File: src/rtl/uart_pkg.sv
// Shared types and constants for the memory-mapped UART transmitter.
package uart_pkg;

   // Transmit FSM states; encoding is fixed so the state is readable on a probe.
   typedef enum logic [1:0] {
      IDLE  = 2'd0,
      START = 2'd1,
      DATA  = 2'd2,
      STOP  = 2'd3
   } tx_state_e;

   // Bit positions inside the STATUS word.
   localparam int STAT_TX_ACTIVE = 0;
   localparam int STAT_HOLD_FULL = 1;
   localparam int STAT_OVERRUN   = 2;

   // Default register map and bit timing (50 MHz / 115200).
   localparam logic [31:0] DEF_DATA_ADDR   = 32'h1001_0024;
   localparam logic [31:0] DEF_STATUS_ADDR = 32'h1001_0028;
   localparam int          DEF_BAUD_DIV    = 434;

endpackage

File: src/rtl/uart_baud_tick.sv
// Bit-period timer: emits a one-cycle tick every BAUD_DIV enabled cycles.
module uart_baud_tick #(
   parameter int BAUD_DIV = 434
) (
   input  logic clk_i,
   input  logic rst_ni,
   input  logic enable_i,
   output logic tick_o
);

   localparam int            CW   = (BAUD_DIV > 1) ? $clog2(BAUD_DIV) : 1;
   localparam logic [CW-1:0] LAST = CW'(BAUD_DIV - 1);

   logic [CW-1:0] cnt_q, cnt_d;

   assign tick_o = enable_i && (cnt_q == LAST);

   // Count while enabled; wrap on tick; hold at zero while idle so every frame starts aligned.
   always_comb begin
      cnt_d = cnt_q + CW'(1);
      if (!enable_i || tick_o) cnt_d = '0;
   end

   // Counter register.
   always_ff @(posedge clk_i or negedge rst_ni) begin
      if (!rst_ni) cnt_q <= '0;
      else         cnt_q <= cnt_d;
   end

endmodule

File: src/rtl/uart_tx_mmio.sv
// Memory-mapped 8N1 UART transmitter with a one-entry holding register.
module uart_tx_mmio
   import uart_pkg::*;
#(
   parameter int          BAUD_DIV    = DEF_BAUD_DIV,
   parameter logic [31:0] DATA_ADDR   = DEF_DATA_ADDR,
   parameter logic [31:0] STATUS_ADDR = DEF_STATUS_ADDR
) (
   input  logic        clk,
   input  logic        reset,
   input  logic [31:0] Address,
   input  logic [31:0] WriteData,
   input  logic        MemWrite,
   input  logic        MemRead,
   output logic [31:0] ReadData,
   output logic        TxOut,
   output logic        Busy
);

   tx_state_e   state_q, state_d;
   logic [7:0]  hold_q, hold_d;
   logic        full_q, full_d;
   logic        ovr_q, ovr_d;
   logic [7:0]  shift_q, shift_d;
   logic [2:0]  idx_q, idx_d;
   logic        tx_q, tx_d;
   logic        load;
   logic        tick;
   logic        tx_active;
   logic        wr_fire;
   logic        rd_stat;
   logic        wdata_unused;

   assign tx_active    = (state_q != IDLE);
   assign wr_fire      = MemWrite && (Address == DATA_ADDR);
   assign rd_stat      = MemRead && (Address == STATUS_ADDR);
   assign wdata_unused = ^WriteData[31:8];

   uart_baud_tick #(.BAUD_DIV(BAUD_DIV)) u_tick (
      .clk_i   (clk),
      .rst_ni  (reset),
      .enable_i(tx_active),
      .tick_o  (tick)
   );

   // Next-state logic for the frame FSM, holding register and sticky overrun.
   always_comb begin
      state_d = state_q;
      hold_d  = hold_q;
      full_d  = full_q;
      ovr_d   = ovr_q;
      shift_d = shift_q;
      idx_d   = idx_q;
      load    = 1'b0;

      case (state_q)
         IDLE:  if (full_q) begin
                   load    = 1'b1;
                   state_d = START;
                end
         START: if (tick) begin
                   state_d = DATA;
                   idx_d   = 3'd0;
                end
         DATA:  if (tick) begin
                   shift_d = shift_q >> 1;
                   if (idx_q == 3'd7) state_d = STOP;
                   else               idx_d   = idx_q + 3'd1;
                end
         STOP:  if (tick) begin
                   if (full_q) begin
                      load    = 1'b1;
                      state_d = START;
                   end else begin
                      state_d = IDLE;
                   end
                end
         default: state_d = IDLE;
      endcase

      // A load frees the holding slot in the same edge, so a coincident write still fits.
      if (load) begin
         shift_d = hold_q;
         full_d  = 1'b0;
      end

      if (rd_stat) ovr_d = 1'b0;

      if (wr_fire) begin
         if (!full_q || load) begin
            hold_d = WriteData[7:0];
            full_d = 1'b1;
         end else begin
            ovr_d = 1'b1;
         end
      end

      // Line level follows the next state so TxOut changes together with the state.
      case (state_d)
         START:   tx_d = 1'b0;
         DATA:    tx_d = shift_d[0];
         default: tx_d = 1'b1;
      endcase
   end

   // State and datapath registers; reset abandons any frame and drives the line idle.
   always_ff @(posedge clk or negedge reset) begin
      if (!reset) begin
         state_q <= IDLE;
         hold_q  <= '0;
         full_q  <= 1'b0;
         ovr_q   <= 1'b0;
         shift_q <= '0;
         idx_q   <= '0;
         tx_q    <= 1'b1;
      end else begin
         state_q <= state_d;
         hold_q  <= hold_d;
         full_q  <= full_d;
         ovr_q   <= ovr_d;
         shift_q <= shift_d;
         idx_q   <= idx_d;
         tx_q    <= tx_d;
      end
   end

   // Status read mux; zero unless the status register is being loaded.
   always_comb begin
      ReadData = '0;
      if (rd_stat) begin
         ReadData[STAT_TX_ACTIVE] = tx_active;
         ReadData[STAT_HOLD_FULL] = full_q;
         ReadData[STAT_OVERRUN]   = ovr_q;
      end
   end

   assign TxOut = tx_q;
   assign Busy  = tx_active | full_q;

endmodule

File: config.mk
export PLATFORM = sky130hd
export DESIGN_NAME = uart_tx_mmio
export DESIGN_NICKNAME = d
export VERILOG_FILES = /design/src/rtl/uart_pkg.sv /design/src/rtl/uart_baud_tick.sv /design/src/rtl/uart_tx_mmio.sv
export SDC_FILE = /design/constraint.sdc
export NUM_CORES = 1
export LEC_CHECK = 0
export CORE_MARGIN = 10
export CORE_UTILIZATION = 25
export CTS_CLUSTER_SIZE = 10
export DETAILED_ROUTE_END_ITERATION = 8
export DONT_BUFFER_PORTS = 1
export PLACE_DENSITY = 0.42
export SETUP_SLACK_MARGIN = 0.05
export SYNTH_ARGS = -nofsm -noshare
export SYNTH_HDL_FRONTEND = slang
export SYNTH_SLANG_ARGS = --single-unit
File: constraint.sdc
create_clock -name clk -period 5.9 [get_ports clk]
set_clock_uncertainty 0.05 [all_clocks]
set_input_delay 0.885 -clock clk [delete_from_list [all_inputs] [get_ports clk]]
set_output_delay 0.885 -clock clk [all_outputs]
set_load 0.03 [all_outputs]
==> results.py, run 1 <==
metrics = {
    "run_status": {
        "run_status": "finished clean",
    },
    "cts": {
        "cts.hold.buffers_added": 0,
        "clk-insertion-delay-late_ns": 0.28,
        "path_clk_slew_ns": 0.07,
        "clock_sink_count": 33,
        "cts.path.max_buffers": 2,
        "clockRootBuffer": "clkbuf_8",
        "htree_levels": 2,
        "numCtsBuffers": 5,
        "cts_tree": "built",
        "post_cts_resize_count": 0,
        "post-cts-setup-buffer-count": 0,
    },
    "logic_synthesis": {
        "synth.most_common_cell": "dfrtp_1",
        "synth_fa_ha_area_share_pct": 5.65,
        "ys_top_cells_by_area": "dfrtp_1 40%, buf_4 11%, ha_1 5.7%",
        "main_combinational_cell_family_by_area_after_synthesis": "simple AND/OR/NAND/NOR gates",
        "synth.top_cells.by_count": "32 x dfrtp_1, 29 x buf_4, 19 x nand2_1",
        "synthMuxAreaShare_pct": 8.04,
        "synth-edff-count": 0,
        "post_synth.cell_area_avg_sq_um": 10.0,
        "seq_area_frac_synth_pct": 41.5,
        "synth.cell_area_sq_um": 1990,
        "postSynthCellCount": 199,
        "post_synth_and_or_nand_nor_area_fraction_pct": 18.8,
        "asyncSetResetFlopFracSynth_pct": 100,
        "synth_top_flop_cell": "dfrtp_1",
        "synth-xor-area-share_pct": 1.76,
        "yosys_warnings": 0,
        "synth_top_area_cell": "dfrtp_1",
        "netlist.area_leader.share_pct": 40.2,
        "netlist-cell-type-count": 45,
        "synth_compound_area_share_pct": 10.8,
        "synth-seq-cells": 33,
    },
    "detailed_routing": {
        "drt-total-wl_microns": 4400,
        "initialDrtViolationCount": 43,
        "drc_errors": 0,
        "post_drt_wl_per_cell_microns": 14.4,
        "viasPerCell": 4.49,
        "first_pass_iters": 4,
        "ant_nets": 0,
        "route.vias.total": 1373,
    },
    "grt": {
        "grt_pass1_wl_microns": 7020,
        "grt_max_degree": 34,
        "vias_in_the_first_global_route": 1411,
        "grt_antenna_before_repair": 0,
        "grtUsageTotal_pct": 7.30,
        "grt_overflow": 0,
    },
    "worst_setup_path": {
        "ff2ff_path_depth": 6,
        "r2r_setup_slack_ns": 3.48,
        "start_kind": "input port",
        "worstPathArrival_ns": 2.44,
        "r2r_start": "state_q[0]$_DFF_PN0_",
        "critical_path.max_fanout": 4,
        "cp_data_required_time_ns": 4.97,
        "worst_path_cell_chain": "nor4b_1 -> nand4_1 -> nor4_1 -> nor2b_1",
        "worst_path_max_delay_cell": "nor2b_1",
        "critical_path.reg2reg.endpoint": "hold_q[3]$_DFFE_PN0P_",
        "cp-end-kind": "output pin",
        "cp_slowest_stage_delay_ns": 0.57,
        "path_class": "input port to output pin",
    },
    "timing": {
        "final.min_clock_period_ns": 3.37,
        "fin_tns_setup_ns": 0,
        "maxSlewViolCount": 0,
        "fin_crit_sh_pct": 57.2,
        "worst_slew_pin_slew_ns": 0.611,
        "max_slew_margin_pct": 59.0,
        "timing.final.hold_violations": 0,
        "setup-violations-final": 0,
        "rsz_0062_raised_after_global_routing": "no",
        "maximum_clock_frequency_ghz": 0.296,
    },
    "die": {
        "initial_utilization_pct": 25.8,
        "floorplan.io_pins": 102,
        "fp-row-count": 32,
        "dieArea_sq_um": 11900,
        "fp.dieH_microns": 109,
        "die_x_microns": 109,
        "floorplan.core_area_sq_um": 7730,
    },
    "cells_and_area": {
        "multi_input_comb_area_sq_um": 1010,
        "finalNetCount": 280,
        "fraction_of_layout_instances_using_a_drive_strength_above_1_pct": 10.3,
        "antenna_cells_inserted": 0,
        "sequential_cell_area_sq_um": 827,
        "fillCellCount": 822,
        "area_growth_from_synthesis_to_layout_pct": 5.84,
    },
    "flow_run": {
        "max_cap_violations": 0,
    },
    "power": {
        "leakagePower_nw": 0.938,
        "irDropWorstVdd_uv": 73.9,
        "power_mw": 0.475,
        "power_density_nw_per_um2": 225,
    },
    "min_path": {
        "hold_path_class": "input port to async pin",
    },
    "placed_design": {
        "io_buffers": 0,
        "routabilityCongestion": 0.733,
        "dp_hpwl_microns": 3390,
    },
}
==> flip-flops by register name, summed over array words and instances, names as in the netlist <==
| register | count |
|---|---|
| shift_q | 8 |
| u_tick.cnt_q | 9 |
| ovr_q | 1 |
| state_q | 2 |
| full_q | 1 |
| TxOut | 1 |
| idx_q | 3 |
| hold_q | 8 |
==> power breakdown <==
part,internal (mW),switching (mW),leakage [nW]
Clock,0.138,0.0840,0.0585
Combinational,0.00135,0.0256,0.443
Sequential,0.226,0.000000000474,0.437
Total,0.365,0.110,0.938
==> per-layer routing <==
metal,GRT usage [%],up-vias,part of all wire [%]
met5,0,-,0
met4,2.79,0,1.5
met3,2.30,7,6.1
met2,12.7,36,51
met1,8.16,672,41
li1,-,658,-
==> area by class of cell <==
cell class | count | share of cell area (%)
multi-input combinational | 156 | 47.8
sequential | 33 | 39.2
tap | 102 | 6.05
clock buffer | 7 | 4.09
clock inverter | 1 | 1.42
inverter | 6 | 1.07
timing repair buffer | 1 | 0.356
==> cell usage in the layout, fill, tap and decap left out, types with 6 or more instances in the layout <==
cell type	n
mux2_2	8
clkbuf_8	6
nand2_1	19
nor2_1	9
inv_1	6
o21ai_0	16
mux2i_1	7
conb_1	29
dfrtp_1	32
ha_1	9
==> worst max path at each step <==
stage	end	slack, ns	depth (start not counted)	from
global route	ReadData[0]	2.24	4	Address[1]
finish	ReadData[0]	2.53	4	Address[1]
detailed placement	ReadData[0]	2.47	4	Address[1]
CTS	ReadData[0]	2.47	4	Address[1]
floorplan	ReadData[0]	2.76	4	Address[26]
global placement	ReadData[0]	2.48	4	Address[26]
==> worst max-delay path: cells and delay by family <==
family,cells,cell delay [ns]
simple gates,4,1.54
==> cell families (layout without fill, tap and decap cells) <==
group | after synthesis | count (layout)
and+or+nand+nor | 66 | 66
buffers and inverters | 38 | 15
AOI/OAI and AO/OA | 33 | 33
DFF | 33 | 33
muxes | 15 | 15
adders and majority gates | 9 | 9
xor gates and xnor gates | 4 | 4
other | 1 | 29
==> per-stage QoR <==
step / cells / utilization (%) / area [sq um] / hold WS, ns / setup slack, ns
6_report: 306 / 27.3 / 2110 / 0.243 / 2.53
5_1_grt: 306 / 27.3 / 2110 / 0.224 / 2.24
3_5_place_dp: 298 / 25.8 / 1990 / 0.421 / 2.47
3_3_place_gp: 298 / 25.8 / 1990 / 0.414 / 2.48
2_1_floorplan: 227 / - / 2100 / 0.396 / 2.76
4_1_cts: 306 / 27.3 / 2110 / 0.230 / 2.47
Note: power is estimated with default switching activity, not from simulation.
==> run 2: changes to the inputs <==
--- a/config.mk
+++ b/config.mk
@@ -10,7 +10,7 @@
 export CTS_CLUSTER_SIZE = 10
 export DETAILED_ROUTE_END_ITERATION = 8
 export DONT_BUFFER_PORTS = 1
-export PLACE_DENSITY = 0.42
+export PLACE_DENSITY = 0.44
 export SETUP_SLACK_MARGIN = 0.05
 export SYNTH_ARGS = -nofsm -noshare
 export SYNTH_HDL_FRONTEND = slang
==> constraint.sdc (replaced) <==
create_clock -name clk -period 2.89 [get_ports clk]
set_clock_uncertainty 0.05 [all_clocks]
set_input_delay 0.4335 -clock clk [delete_from_list [all_inputs] [get_ports clk]]
set_output_delay 0.4335 -clock clk [all_outputs]
set_load 0.03 [all_outputs]
==> run 2 against run 1 <==
Effect of this change: combinational power rose to 2.5 times the previous value; largest cell class unchanged; core utilization is 0.68 points higher; largest power group unchanged; critical path depth rose by 1.
==> results.py, run 2 (synthesis results as in run 1) <==
metrics = {
    "worst_setup_path": {
        "crit_buf_inv": 0,
        "cp_slowest_stage_delay_ns": 0.49,
        "worst_path_max_delay_cell": "and3_1",
        "cp_data_required_time_ns": 3.01,
        "worst_path_cell_chain": "nor4b_1 -> a31oi_1 -> o21ai_0 -> and3_1 -> mux2_2",
        "cp-end-kind": "flop",
        "path_class": "flop to flop",
        "critical_path.max_fanout": 8,
        "worstPathArrival_ns": 2.50,
        "start_kind": "flop",
        "path_delay_family": "simple AND/OR/NAND/NOR gates",
    },
    "cts": {
        "clockRootBuffer": "clkbuf_8",
        "post_cts_resize_count": 0,
        "cts_tree": "built",
        "path_clk_slew_ns": 0.07,
        "cts.path.max_buffers": 2,
        "post-cts-setup-buffer-count": 0,
        "htree_levels": 2,
        "clk-insertion-delay-late_ns": 0.28,
        "clock_sink_count": 33,
        "numCtsBuffers": 5,
    },
    "timing": {
        "finalHoldWorstSlack_ns": 0.247,
        "fin_tns_setup_ns": 0,
        "setup_slack_ns": 0.506,
        "maximum_clock_frequency_ghz": 0.419,
        "fin_crit_sh_pct": 82.5,
        "final.min_clock_period_ns": 2.38,
        "setup-violations-final": 0,
        "rsz_0062_raised_after_global_routing": "no",
        "max_slew_margin_pct": 63.4,
        "timing.final.hold_violations": 0,
        "maxSlewViolCount": 0,
        "worst_slew_pin_slew_ns": 0.544,
    },
    "placed_design": {
        "place_ws_ns": 0.501,
        "dp_hpwl_microns": 3440,
        "io_buffers": 0,
        "routabilityCongestion": 0.757,
        "placed_instances": 301,
        "dpl_cell_area_sq_um": 2010,
    },
    "flow_run": {
        "max_cap_violations": 0,
    },
    "die": {
        "dieArea_sq_um": 11900,
        "die_x_microns": 109,
        "fp-row-count": 32,
        "initial_utilization_pct": 25.8,
        "floorplan.io_pins": 102,
        "floorplan.core_area_sq_um": 7730,
        "fp.dieH_microns": 109,
    },
    "cells_and_area": {
        "finalNonFillerCells": 311,
        "layout.cells.most_common": "dfrtp_1",
        "antenna_cells_inserted": 0,
        "registers.top_by_ff_count": "u_tick.cnt_q",
        "area_growth_from_synthesis_to_layout_pct": 8.48,
        "fillCellCount": 830,
        "fraction_of_layout_instances_using_a_drive_strength_above_1_pct": 12.0,
        "layout.cell_area.non_filler_sq_um": 2160,
        "biggestRegsByFlops": "u_tick.cnt_q (9), hold_q (8), shift_q (8)",
        "largest_reg_flops": 9,
        "layout_common_cells": "32 x dfrtp_1, 29 x conb_1, 19 x nand2_1",
        "finalNetCount": 285,
        "sequential_cell_area_sq_um": 827,
        "multi_input_comb_area_sq_um": 1010,
    },
    "detailed_routing": {
        "first_pass_iters": 4,
        "drt-total-wl_microns": 4410,
        "ant_nets": 0,
        "viasPerCell": 4.36,
        "initialDrtViolationCount": 45,
        "drc_errors": 0,
        "post_drt_wl_per_cell_microns": 14.2,
        "route.vias.total": 1357,
    },
    "grt": {
        "vias_in_the_first_global_route": 1415,
        "grt_antenna_before_repair": 0,
        "grtUsageTotal_pct": 7.34,
        "grt_max_degree": 34,
        "grt_pass1_wl_microns": 6960,
        "grt_overflow": 0,
    },
    "run_status": {
        "run_status": "finished clean",
    },
    "power": {
        "irDropWorstVdd_uv": 129,
        "power_density_nw_per_um2": 453,
        "leakagePower_nw": 0.968,
    },
    "min_path": {
        "hold_path_class": "input port to flop",
    },
}
-- run 2: stage by stage --
stage | power, mW | utilization [%]
floorplan | 0.554 | -
global placement | 0.523 | 26.1
detailed placement | 0.523 | 26.1
CTS | 0.995 | 28.0
global route | 1.01 | 28.0
finish | 0.978 | 28.0
-- run 2: report_power, final --
part           internal, mW  total [mW]  switching, mW  leakage [nW]
Sequential            0.462       0.462  0.00000000101         0.437
Clock                 0.281       0.449          0.167        0.0585
Combinational       0.00645      0.0680         0.0615         0.472
-- run 2: routing by layer --
metal  share of wire, %  wire [microns]  GRT usage, %  vias to the layer above
met1                 40            1770          7.78                      651
met5                  0               0             0                        -
met2                 52            2300          12.8                       31
met4                1.3              59          3.72                        0
met3                6.3             279          2.42                        5
li1                   -               -             -                      670
-- run 2: timing repair --
action / CTS / global route
setup endpoints to repair: 0 / 0
hold endpoints to repair: 33 / 0
hold buffers: 2 / 0
-- run 2: area by class of cell --
class / instances / share of cell area (%)
multi-input cells: 156 / 46.6
flip-flops and latches: 33 / 38.3
repair buffers: 6 / 2.78
well taps: 102 / 5.91
inverters: 6 / 1.04
clock inverters: 1 / 1.39
clock buffers: 7 / 4.00
-- run 2: worst paths after layout --
path / startpoint / endpoint / slack, ns / cells after the start
worst min register to register: hold_q[5]$_DFFE_PN0P_ / shift_q[5]$_DFFE_PN0P_ / 0.43 / 2
worst min-delay path: WriteData[6] / hold_q[6]$_DFFE_PN0P_ / 0.25 / 1
worst max-delay path: u_tick.cnt_q[2]$_DFF_PN0_ / hold_q[1]$_DFFE_PN0P_ / 0.51 / 5
worst max register to register: u_tick.cnt_q[2]$_DFF_PN0_ / hold_q[1]$_DFFE_PN0P_ / 0.51 / 5
max in group asynchronous: reset / TxOut$_DFF_PN1_ / 2.01 / 2
min in group asynchronous: reset / idx_q[0]$_DFFE_PN0P_ / 0.54 / 2
